<file path="src/rtl/maze_display_scan.sv">
// Maze game LED renderer: scans a 5x5 matrix one row at a time, overlays the
// blinking cursor and goal on the fixed wall map, and plays a full-matrix
// flash on reaching the goal and a cursor crosshair on hitting a wall.
// All outputs are registered; row_sel and col_drv always change together.
module maze_display_scan #(
  parameter int SCAN_DIV     = 1000,
  parameter int BLINK_DIV    = 8,
  parameter int WIN_FLASHES  = 4,
  parameter int CRASH_FRAMES = 16
) (
  input  logic       clk,
  input  logic       reset_n,
  input  logic [2:0] col_pos,
  input  logic [2:0] row_pos,
  input  logic       wall_hit,
  input  logic       goal_hit,
  output logic [4:0] row_sel,
  output logic [4:0] col_drv,
  output logic       frame_tick,
  output logic       busy
);

  localparam int PW          = (SCAN_DIV > 1) ? $clog2(SCAN_DIV) : 1;
  localparam int BW          = $clog2(BLINK_DIV + 1);
  localparam int WIN_TOGGLES = 2 * WIN_FLASHES;
  localparam int ANIM_MAX    = (WIN_TOGGLES > CRASH_FRAMES) ? WIN_TOGGLES : CRASH_FRAMES;
  localparam int AW          = $clog2(ANIM_MAX + 1);

  // Game display mode; busy mirrors "not PLAY".
  typedef enum logic [1:0] {
    ST_PLAY  = 2'd0,
    ST_WIN   = 2'd1,
    ST_CRASH = 2'd2
  } state_t;

  state_t        state;
  state_t        state_next;

  logic [PW-1:0] presc;
  logic [2:0]    row_idx;
  logic [2:0]    row_next;
  logic          scan_wrap;

  logic [BW-1:0] blink_cnt;
  logic [BW-1:0] blink_cnt_next;
  logic          blink_phase;
  logic          phase_next;
  logic          blink_wrap;

  logic [AW-1:0] anim_cnt;
  logic [AW-1:0] anim_next;
  logic [AW-1:0] anim_inc;

  logic          goal_q;
  logic          wall_q;
  logic          goal_rise;
  logic          wall_rise;

  logic [4:0]    maze_mask;
  logic [4:0]    cursor_bit;
  logic [4:0]    pixels;

  assign scan_wrap  = (presc == PW'(SCAN_DIV - 1));
  assign row_next   = (row_idx == 3'd4) ? 3'd0 : row_idx + 3'd1;
  assign goal_rise  = goal_hit & ~goal_q;
  assign wall_rise  = wall_hit & ~wall_q;
  assign blink_wrap = frame_tick && (blink_cnt == BW'(BLINK_DIV - 1));
  assign anim_inc   = anim_cnt + AW'(1);

  // Fixed wall map for the row about to be selected (bit j = column j).
  always_comb begin
    case (row_next)
      3'd0:    maze_mask = 5'b01010;
      3'd1:    maze_mask = 5'b01010;
      3'd2:    maze_mask = 5'b11010;
      3'd3:    maze_mask = 5'b00010;
      3'd4:    maze_mask = 5'b10011;
      default: maze_mask = 5'b00000;
    endcase
  end

  // Cursor column as a one-hot bit; an off-board column lights nothing.
  always_comb begin
    cursor_bit = (col_pos <= 3'd4) ? (5'b00001 << col_pos) : 5'b00000;
  end

  // Column data for the next row, from the mode and blink phase in force now.
  always_comb begin
    pixels = 5'b00000;
    case (state)
      ST_PLAY: begin
        pixels = maze_mask;
        if (!blink_phase && row_next == 3'd1) pixels = pixels | 5'b00100;
        if (blink_phase && row_pos == row_next) pixels = pixels | cursor_bit;
      end
      ST_WIN:   pixels = blink_phase ? 5'b11111 : 5'b00000;
      ST_CRASH: pixels = (row_pos == row_next) ? 5'b11111 : cursor_bit;
      default:  pixels = 5'b00000;
    endcase
  end

  // Row scan: prescaler, row index, and the registered row/column outputs.
  always_ff @(posedge clk or negedge reset_n) begin
    if (!reset_n) begin
      presc      <= '0;
      row_idx    <= 3'd0;
      row_sel    <= 5'b00001;
      col_drv    <= 5'b00000;
      frame_tick <= 1'b0;
    end else begin
      frame_tick <= scan_wrap && (row_idx == 3'd4);
      if (scan_wrap) begin
        presc   <= '0;
        row_idx <= row_next;
        row_sel <= 5'b00001 << row_next;
        col_drv <= pixels;
      end else begin
        presc <= presc + PW'(1);
      end
    end
  end

  // One-cycle-delayed copies of the event levels for rising-edge detection.
  always_ff @(posedge clk or negedge reset_n) begin
    if (!reset_n) begin
      goal_q <= 1'b0;
      wall_q <= 1'b0;
    end else begin
      goal_q <= goal_hit;
      wall_q <= wall_hit;
    end
  end

  // Mode register plus the blink and animation counters it owns.
  always_ff @(posedge clk or negedge reset_n) begin
    if (!reset_n) begin
      state       <= ST_PLAY;
      busy        <= 1'b0;
      blink_cnt   <= '0;
      blink_phase <= 1'b0;
      anim_cnt    <= '0;
    end else begin
      state       <= state_next;
      busy        <= (state_next != ST_PLAY);
      blink_cnt   <= blink_cnt_next;
      blink_phase <= phase_next;
      anim_cnt    <= anim_next;
    end
  end

  // Next mode, blink and animation counts; events only act from PLAY.
  always_comb begin
    state_next     = state;
    blink_cnt_next = blink_cnt;
    phase_next     = blink_phase;
    anim_next      = anim_cnt;
    if (frame_tick) begin
      blink_cnt_next = blink_wrap ? '0 : blink_cnt + BW'(1);
      if (blink_wrap) phase_next = ~blink_phase;
    end
    case (state)
      ST_PLAY: begin
        if (goal_rise) begin
          state_next     = ST_WIN;
          blink_cnt_next = '0;
          phase_next     = 1'b1;
          anim_next      = '0;
        end else if (wall_rise) begin
          state_next = ST_CRASH;
          anim_next  = '0;
        end
      end
      ST_WIN: begin
        if (blink_wrap) begin
          anim_next = anim_inc;
          if (anim_inc == AW'(WIN_TOGGLES)) begin
            state_next = ST_PLAY;
            phase_next = 1'b0;
          end
        end
      end
      ST_CRASH: begin
        if (frame_tick) begin
          anim_next = anim_inc;
          if (anim_inc == AW'(CRASH_FRAMES)) state_next = ST_PLAY;
        end
      end
      default: state_next = ST_PLAY;
    endcase
  end

endmodule

</file>
<file path="config.mk">
export PLATFORM = sky130hd
export DESIGN_NAME = maze_display_scan
export DESIGN_NICKNAME = d
export VERILOG_FILES = /design/src/rtl/maze_display_scan.sv
export SDC_FILE = /design/constraint.sdc
export NUM_CORES = 1
export LEC_CHECK = 0
export ABC_AREA = 0
export BUFFER_PORTS_ARGS = -buffer_cell sky130_fd_sc_hd__buf_2
export CAP_MARGIN = 40
export CORE_MARGIN = 4
export CORE_UTILIZATION = 54
export CTS_CLUSTER_SIZE = 24
export DETAILED_ROUTE_END_ITERATION = 10
export PLACE_DENSITY = 0.8
export SETUP_SLACK_MARGIN = 0.02
export SLEW_MARGIN = 20
export SYNTH_ARGS = -nofsm -noshare
export SYNTH_HDL_FRONTEND = slang
export SYNTH_SLANG_ARGS = --single-unit
</file>
<file path="constraint.sdc">
create_clock -name clk -period 3.51 [get_ports clk]
set_clock_uncertainty 0.1 [all_clocks]
set_input_delay 0 -clock clk [delete_from_list [all_inputs] [get_ports clk]]
set_output_delay 0 -clock clk [all_outputs]
set_load 0.005 [all_outputs]
</file>
-- After elaboration in Yosys (flattened, before gate mapping)
Index checks and enable logic that the tools add are counted.
- bits in writable memories: 0
- logic and storage cells: 83
- bits in registers: 39
- output and inout bits: 12
- memory bits (read-only): 0
- memories kept: 0
- bits in latches: 0
- bits of input ports: 10
- $lt $le $gt $ge: 1
- shift-type cells: 2
- muxes and demuxes: 32
- equal/unequal tests: 15
- reduce and logical (&&, ||, !) cells: 11
- $add $sub $neg: 4
- $mul: 0
- bitwise operators: 6
- divide/modulo/power cells: 0
- operators by type and width (operator ; number):
    two-way mux 5 bit ; 9
    one-hot mux 5 bit (3 select lines) ; 2
    one-hot mux 5 bit (4 select lines) ; 1
    two-way mux 4 bit ; 4
    two-way mux 2 bit ; 6
    adder 10 x 1 -> 10 bit, second input constant ; 1
    == test 10 bit, second input constant ; 1
    two-way mux 10 bit ; 1
    << shifter 1 x 3 -> 5 bit, first input constant ; 2
    == test 3 x 2 -> 1 bit, second input constant ; 2
    == test 3 bit, second input constant ; 2
    two-way mux 3 bit ; 2
    one-hot mux 2 bit (3 select lines) ; 1
    adder 5 x 1 -> 5 bit, second input constant ; 1
    == test 5 x 4 -> 1 bit, second input constant ; 1
    == test 5 bit, second input constant ; 1
    two-way mux 1 bit ; 5
    OR 5 bit ; 1
    adder 4 x 1 -> 4 bit, second input constant ; 1
    == test 4 x 3 -> 1 bit, second input constant ; 1
    logical AND 1 bit ; 4
    inequality test 2 bit, second input constant ; 2
    AND reduction 4 bit ; 1
    adder 3 x 1 -> 3 bit, second input constant ; 1
    other kinds (15) ; 18

-- Depth between registers and ports, before layout
- word-level depth: 10
- depth in mapped cells: 7
- depth with buffers taken out: 7

-- Worst setup path after synthesis
No wires, ideal clock.
- kind: flip-flop to flip-flop
- start: register row_idx[0]
- end: register col_drv[4]
- path slack: 1356 ps
- arrival time: 1953 ps
- buffers on the path: 0
- cell stages (with the launch flop): 8
- setup time: 101 ps
- required time: 3309 ps
- period minus slack after synthesis: 2154 ps
- path through: dfrtp_1 > inv_1 > ha_1 > nor3b_1 > or3_4 > a211oi_4 > a31oi_1 > o32ai_1
- word-level cells in the longest chain between the ends: 9
- elaborated cells between the ends (all ways): 17
- those cells by class: add/sub (1); eq/ne (6); mux (6); bitwise (1); reduce/logical (3)
- ends and longest elaborated chain (what ; RTL line ; source):
    start, declared ; 40 ; logic [2:0] row_idx;
    start signal, assigned ; 114 ; row_idx <= row_next;
    adder 3 x 1 -> 3 bit / == test 3 bit (equally long branches) ; 64 ; assign row_next = (row_idx == 3'd4) ? 3'd0 : row_idx + 3'd1;
    two-way mux 3 bit (*) ; 64 ;
    == test 3 x 1 -> 1 bit / logical NOT 3 bit (equally long branches) ; 72 ; case (row_next)
    OR reduction 2 bit (no line) ; n/a ;
    one-hot mux 5 bit (4 select lines) ; 72 ;
    two-way mux 5 bit ; 90 ; case (state)
    OR 5 bit ; 94 ; if (blink_phase && row_pos == row_next) pixels = pixels | cursor_bit;
    two-way mux 5 bit ; 94 ;
    one-hot mux 5 bit (3 select lines) (*) ; 90 ;
    end signal, assigned ; 116 ; col_drv <= pixels;
    end, declared ; 18 ; output logic [4:0] col_drv,
Mark *: on every way between the ends. The rest lies on a longest branch, timed or not. The select of a mux whose other input is x is not followed.
A chain may end at the register's enable or synchronous reset.

-- Final worst setup path
Same ends and word-level chain as after synthesis.

==> results.md <==
* finished clean — result of the run
* 1.09 ns — final worst setup slack
* 2 — largest buffer count on any clock path
* 0 — Yosys warning total
* sky130_fd_sc_hd__clkbuf_8 — Clock Root Buffer
* sky130_fd_sc_hd__dfrtp_1 — crit path max-delay cell type
* 0.08 ns — Worst-path clk slew
* 0.922 — GPL Wtd Cong
* 1.15 ns — pre-CTS WS
* 238 — Synth Instances
* 826 uW — Cell Int Power
* 0 — Remaining DRCs
* 260 — number of nets in the synthesized netlist
* 0.634 ns — actual slew at the worst max-slew pin
* 72.2 um — die width
* 5210 um^2 — die area
* 2.42 ns — Tmin final
* 0 — final setup violation count
* false — RSZ-0062 raised after global routing
* inv_1 > ha_1 > nor3b_1 > o21ai_1 > a211oi_4 > a31oi_1 > o32ai_1 — CP Cell Sequence
* 0 — post-cts resize count
* 32.7% — portion of total power attributed to the clock network
* sky130_fd_sc_hd__dfrtp_1 — main flop type after synthesis
* 0 — max-cap violation count
* 13.9% — layout cells sized above 1
* 8250 um — global-route wire length before repair
* 0 — Post CTS Setup Buffer Count
* 0.338 mV — peak ir drop on the vdd network
* 100% — Synth async-reset ratio
* 43.0% — part of the power in registers
* 55.6% — initial cell density of the core
* 4750 um — final routed wirelength across all metal layers
* 42.7% — share of Yosys cell area claimed by the top area cell type
* 0 — antenna diode count
* compound AO/OA/AOI/OAI gates — delay-heaviest family, CP
* 5 — Post-CTS Hold Buffers
* register — kind of launch point of the worst setup path
* done — clock tree from TritonCTS
* 4 — number of detailed-route iterations in the first pass
* in2async — path type of the worst min-delay path
* 20.5% — total global routing track utilization
* 27 — pin count of the biggest net entering global routing
* 39 — TritonCTS sink count
* 57.4% — Max transition margin
* 0 — count of pins over their slew limit
* 0.00114 uW — Leakage Power
* 43.9% — sequential fraction of the synthesis area
* sky130_fd_sc_hd__dfrtp_1 43%, sky130_fd_sc_hd__ha_1 6.7%, sky130_fd_sc_hd__nand2_1 4.0% — Synth area leaders
* 2.52 ns — arrival time worst endpoint
* 30.6% — switching share of total power
* 466 nW/um^2 — power per cell area
* 5.97 — vias per cell
* 340 — fill count
* 68.9% — share of the clock period used by the worst path after layout
* 0 — antenna violations before repair
* 72.2 um — die boundary height
* 0 — final hold violation count
* 0 — remaining global-route overflow
* sky130_fd_sc_hd__dfrtp_1 — biggest area consumer among synthesized cells
* 3340 um — DP Wirelength
* 365 uW — power dissipated by switching net loads
* 14.8% — Syn-to-layout area delta
* 24.2% — part of the power in combinational logic
* 46 — number of different library cells in the post-synthesis netlist
* 288 — nets
* register — Critical Path End Type
* 22 — Top-Level Pins
* 3.61 ns — critical path required time
* 4000 um^2 — core region area
* 23 — number of rows in the core area
* 0 — number of enable flip-flop cells after synthesis
* 0.46 ns — critical path's largest stage delay
* 10 — highest net fanout along the worst path
* 414 MHz — peak clock frequency supported by timing
* 179 — number of design-rule violations left by the first detailed-router iteration
* 1 — Worst Path Buf+Inv
* 21 — quantity of I/O buffers inserted on ports
* 2230 um^2 — Netlist Area Pre-Place
* 5 — number of clock buffers inserted by TritonCTS
* 2 — CTS HTree Levels
* reg2reg — classification of the worst setup path
* 0.29 ns — Worst-Skew Late Latency
* 9.35 um^2 — per-instance average area after synthesis
* 15.0 um — Avg WL per Cell
* 1893 — total number of vias
* 39 — flops & latches, synth
* 0.0485 ns — worst hold margin
* 0 — antenna violation net count after detailed routing
* 0 ns — final sum of negative setup slack
* 1754 — via count of the first global-routing pass
## layout by cell type, fill, tap and decap left out, types with 2 or more instances in the layout
master,n
sky130_fd_sc_hd__dfrtp_1,38
sky130_fd_sc_hd__nand2_1,24
sky130_fd_sc_hd__buf_2,21
sky130_fd_sc_hd__nor2_1,18
sky130_fd_sc_hd__a21oi_1,15
sky130_fd_sc_hd__o21ai_0,13
sky130_fd_sc_hd__nand3_1,12
sky130_fd_sc_hd__ha_1,12
sky130_fd_sc_hd__inv_1,10
sky130_fd_sc_hd__xor2_1,9
sky130_fd_sc_hd__a31oi_1,7
sky130_fd_sc_hd__nor3_1,7
sky130_fd_sc_hd__xnor2_1,6
sky130_fd_sc_hd__nor3b_1,6
sky130_fd_sc_hd__clkbuf_8,6
sky130_fd_sc_hd__and3_1,5
sky130_fd_sc_hd__dlygate4sd3_1,5
sky130_fd_sc_hd__nand2b_1,4
sky130_fd_sc_hd__nor2b_1,4
sky130_fd_sc_hd__or3_1,4
sky130_fd_sc_hd__nand4_1,3
sky130_fd_sc_hd__o211ai_1,3
sky130_fd_sc_hd__and2_1,2
sky130_fd_sc_hd__o32ai_1,2
sky130_fd_sc_hd__o22ai_1,2
sky130_fd_sc_hd__o31ai_1,2
sky130_fd_sc_hd__a21o_1,2
sky130_fd_sc_hd__a32oi_1,2
## flip-flops by register name (all words and copies together), names as in the netlist
| signal | flops |
|---|---|
| col_drv | 5 |
| row_idx | 3 |
| wall_q | 1 |
| busy | 1 |
| frame_tick | 1 |
| goal_q | 1 |
| presc | 10 |
| state | 2 |
| blink_phase | 1 |
| row_sel | 5 |
| anim_cnt | 5 |
| blink_cnt | 4 |
## routing by layer
metal / wire length (um) / up-vias / track usage [%]
li1: - / 917 / -
met3: 291 / 7 / 4.43
met1: 2320 / 905 / 29.9
met5: 0 / - / 0
met4: 73 / 0 / 8.56
met2: 2060 / 64 / 29.5
## layout make-up
type | instances | area (um^2) | share of cell area [%]
clock buffers | 6 | 82.6 | 3.23
flip-flops and latches | 39 | 977 | 38.2
well taps | 50 | 62.6 | 2.45
inverters | 10 | 37.5 | 1.47
multi-input cells | 182 | 1180 | 46.1
clock inverters | 2 | 35.0 | 1.37
repair buffers | 28 | 183 | 7.15
## cell usage after synthesis, types with 2 or more instances
library cell	count
sky130_fd_sc_hd__a21o_1	2
sky130_fd_sc_hd__a21oi_1	15
sky130_fd_sc_hd__a31oi_1	7
sky130_fd_sc_hd__a32oi_1	2
sky130_fd_sc_hd__and2_1	2
sky130_fd_sc_hd__and3_1	5
sky130_fd_sc_hd__clkbuf_1	6
sky130_fd_sc_hd__dfrtp_1	38
sky130_fd_sc_hd__ha_1	12
sky130_fd_sc_hd__inv_1	10
sky130_fd_sc_hd__nand2_1	24
sky130_fd_sc_hd__nand2b_1	4
sky130_fd_sc_hd__nand3_1	12
sky130_fd_sc_hd__nand4_1	3
sky130_fd_sc_hd__nor2_1	18
sky130_fd_sc_hd__nor2b_1	4
sky130_fd_sc_hd__nor3_1	7
sky130_fd_sc_hd__nor3b_1	6
sky130_fd_sc_hd__o211ai_1	3
sky130_fd_sc_hd__o21ai_0	13
sky130_fd_sc_hd__o22ai_1	2
sky130_fd_sc_hd__o31ai_1	2
sky130_fd_sc_hd__o32ai_1	2
sky130_fd_sc_hd__or3_1	4
sky130_fd_sc_hd__xnor2_1	6
sky130_fd_sc_hd__xor2_1	9
## through the flow
step,total power (uW),instances,utilization [%],cell area (um^2)
5_1_grt,1260,317,63.9,2550
3_5_place_dp,796,304,59.7,2390
2_1_floorplan,715,238,-,2230
4_1_cts,1190,317,63.9,2550
3_3_place_gp,791,303,59.2,2370
6_report,1190,317,63.9,2550
## worst paths after layout
kind,start,to,slack (ns),cells past startpoint
max in group asynchronous,reset_n,row_sel[0]$_DFFE_PN1N_,2.73,3
max,row_idx[0]$_DFFE_PN0N_,col_drv[4]$_DFFE_PN0N_,1.09,7
min,reset_n,anim_cnt[3]$_DFFE_PN0P_,0.05,2
max reg2reg,row_idx[0]$_DFFE_PN0N_,col_drv[4]$_DFFE_PN0N_,1.09,7
min reg2reg,row_sel[2]$_DFFE_PN0N_,row_sel[2]$_DFFE_PN0N_,0.37,2
min in group clk,col_pos[1],col_drv[4]$_DFFE_PN0N_,0.07,4
## cell families after synthesis
kind of cell             count (synthesis)  share of synthesized area, %
AND/OR/NAND/NOR                         94                          22.0
AO/OA/AOI/OAI                           59                          17.3
XOR/XNOR                                15                          5.90
flip-flops                              39                          43.9
multiplexers                             2                         0.956
buffers and inverters                   17                          3.20
adder cells (fa/ha/maj)                 12                          6.75
## power groups by stage
stage | Combinational (uW) | Sequential, uW | Clock, uW
global route | 328 | 517 | 418
floorplan | 204 | 511 | 0
global placement | 272 | 519 | 0
finish | 289 | 512 | 390
CTS | 284 | 512 | 396
detailed placement | 276 | 520 | 0
Power figures use the tool's default switching activity.
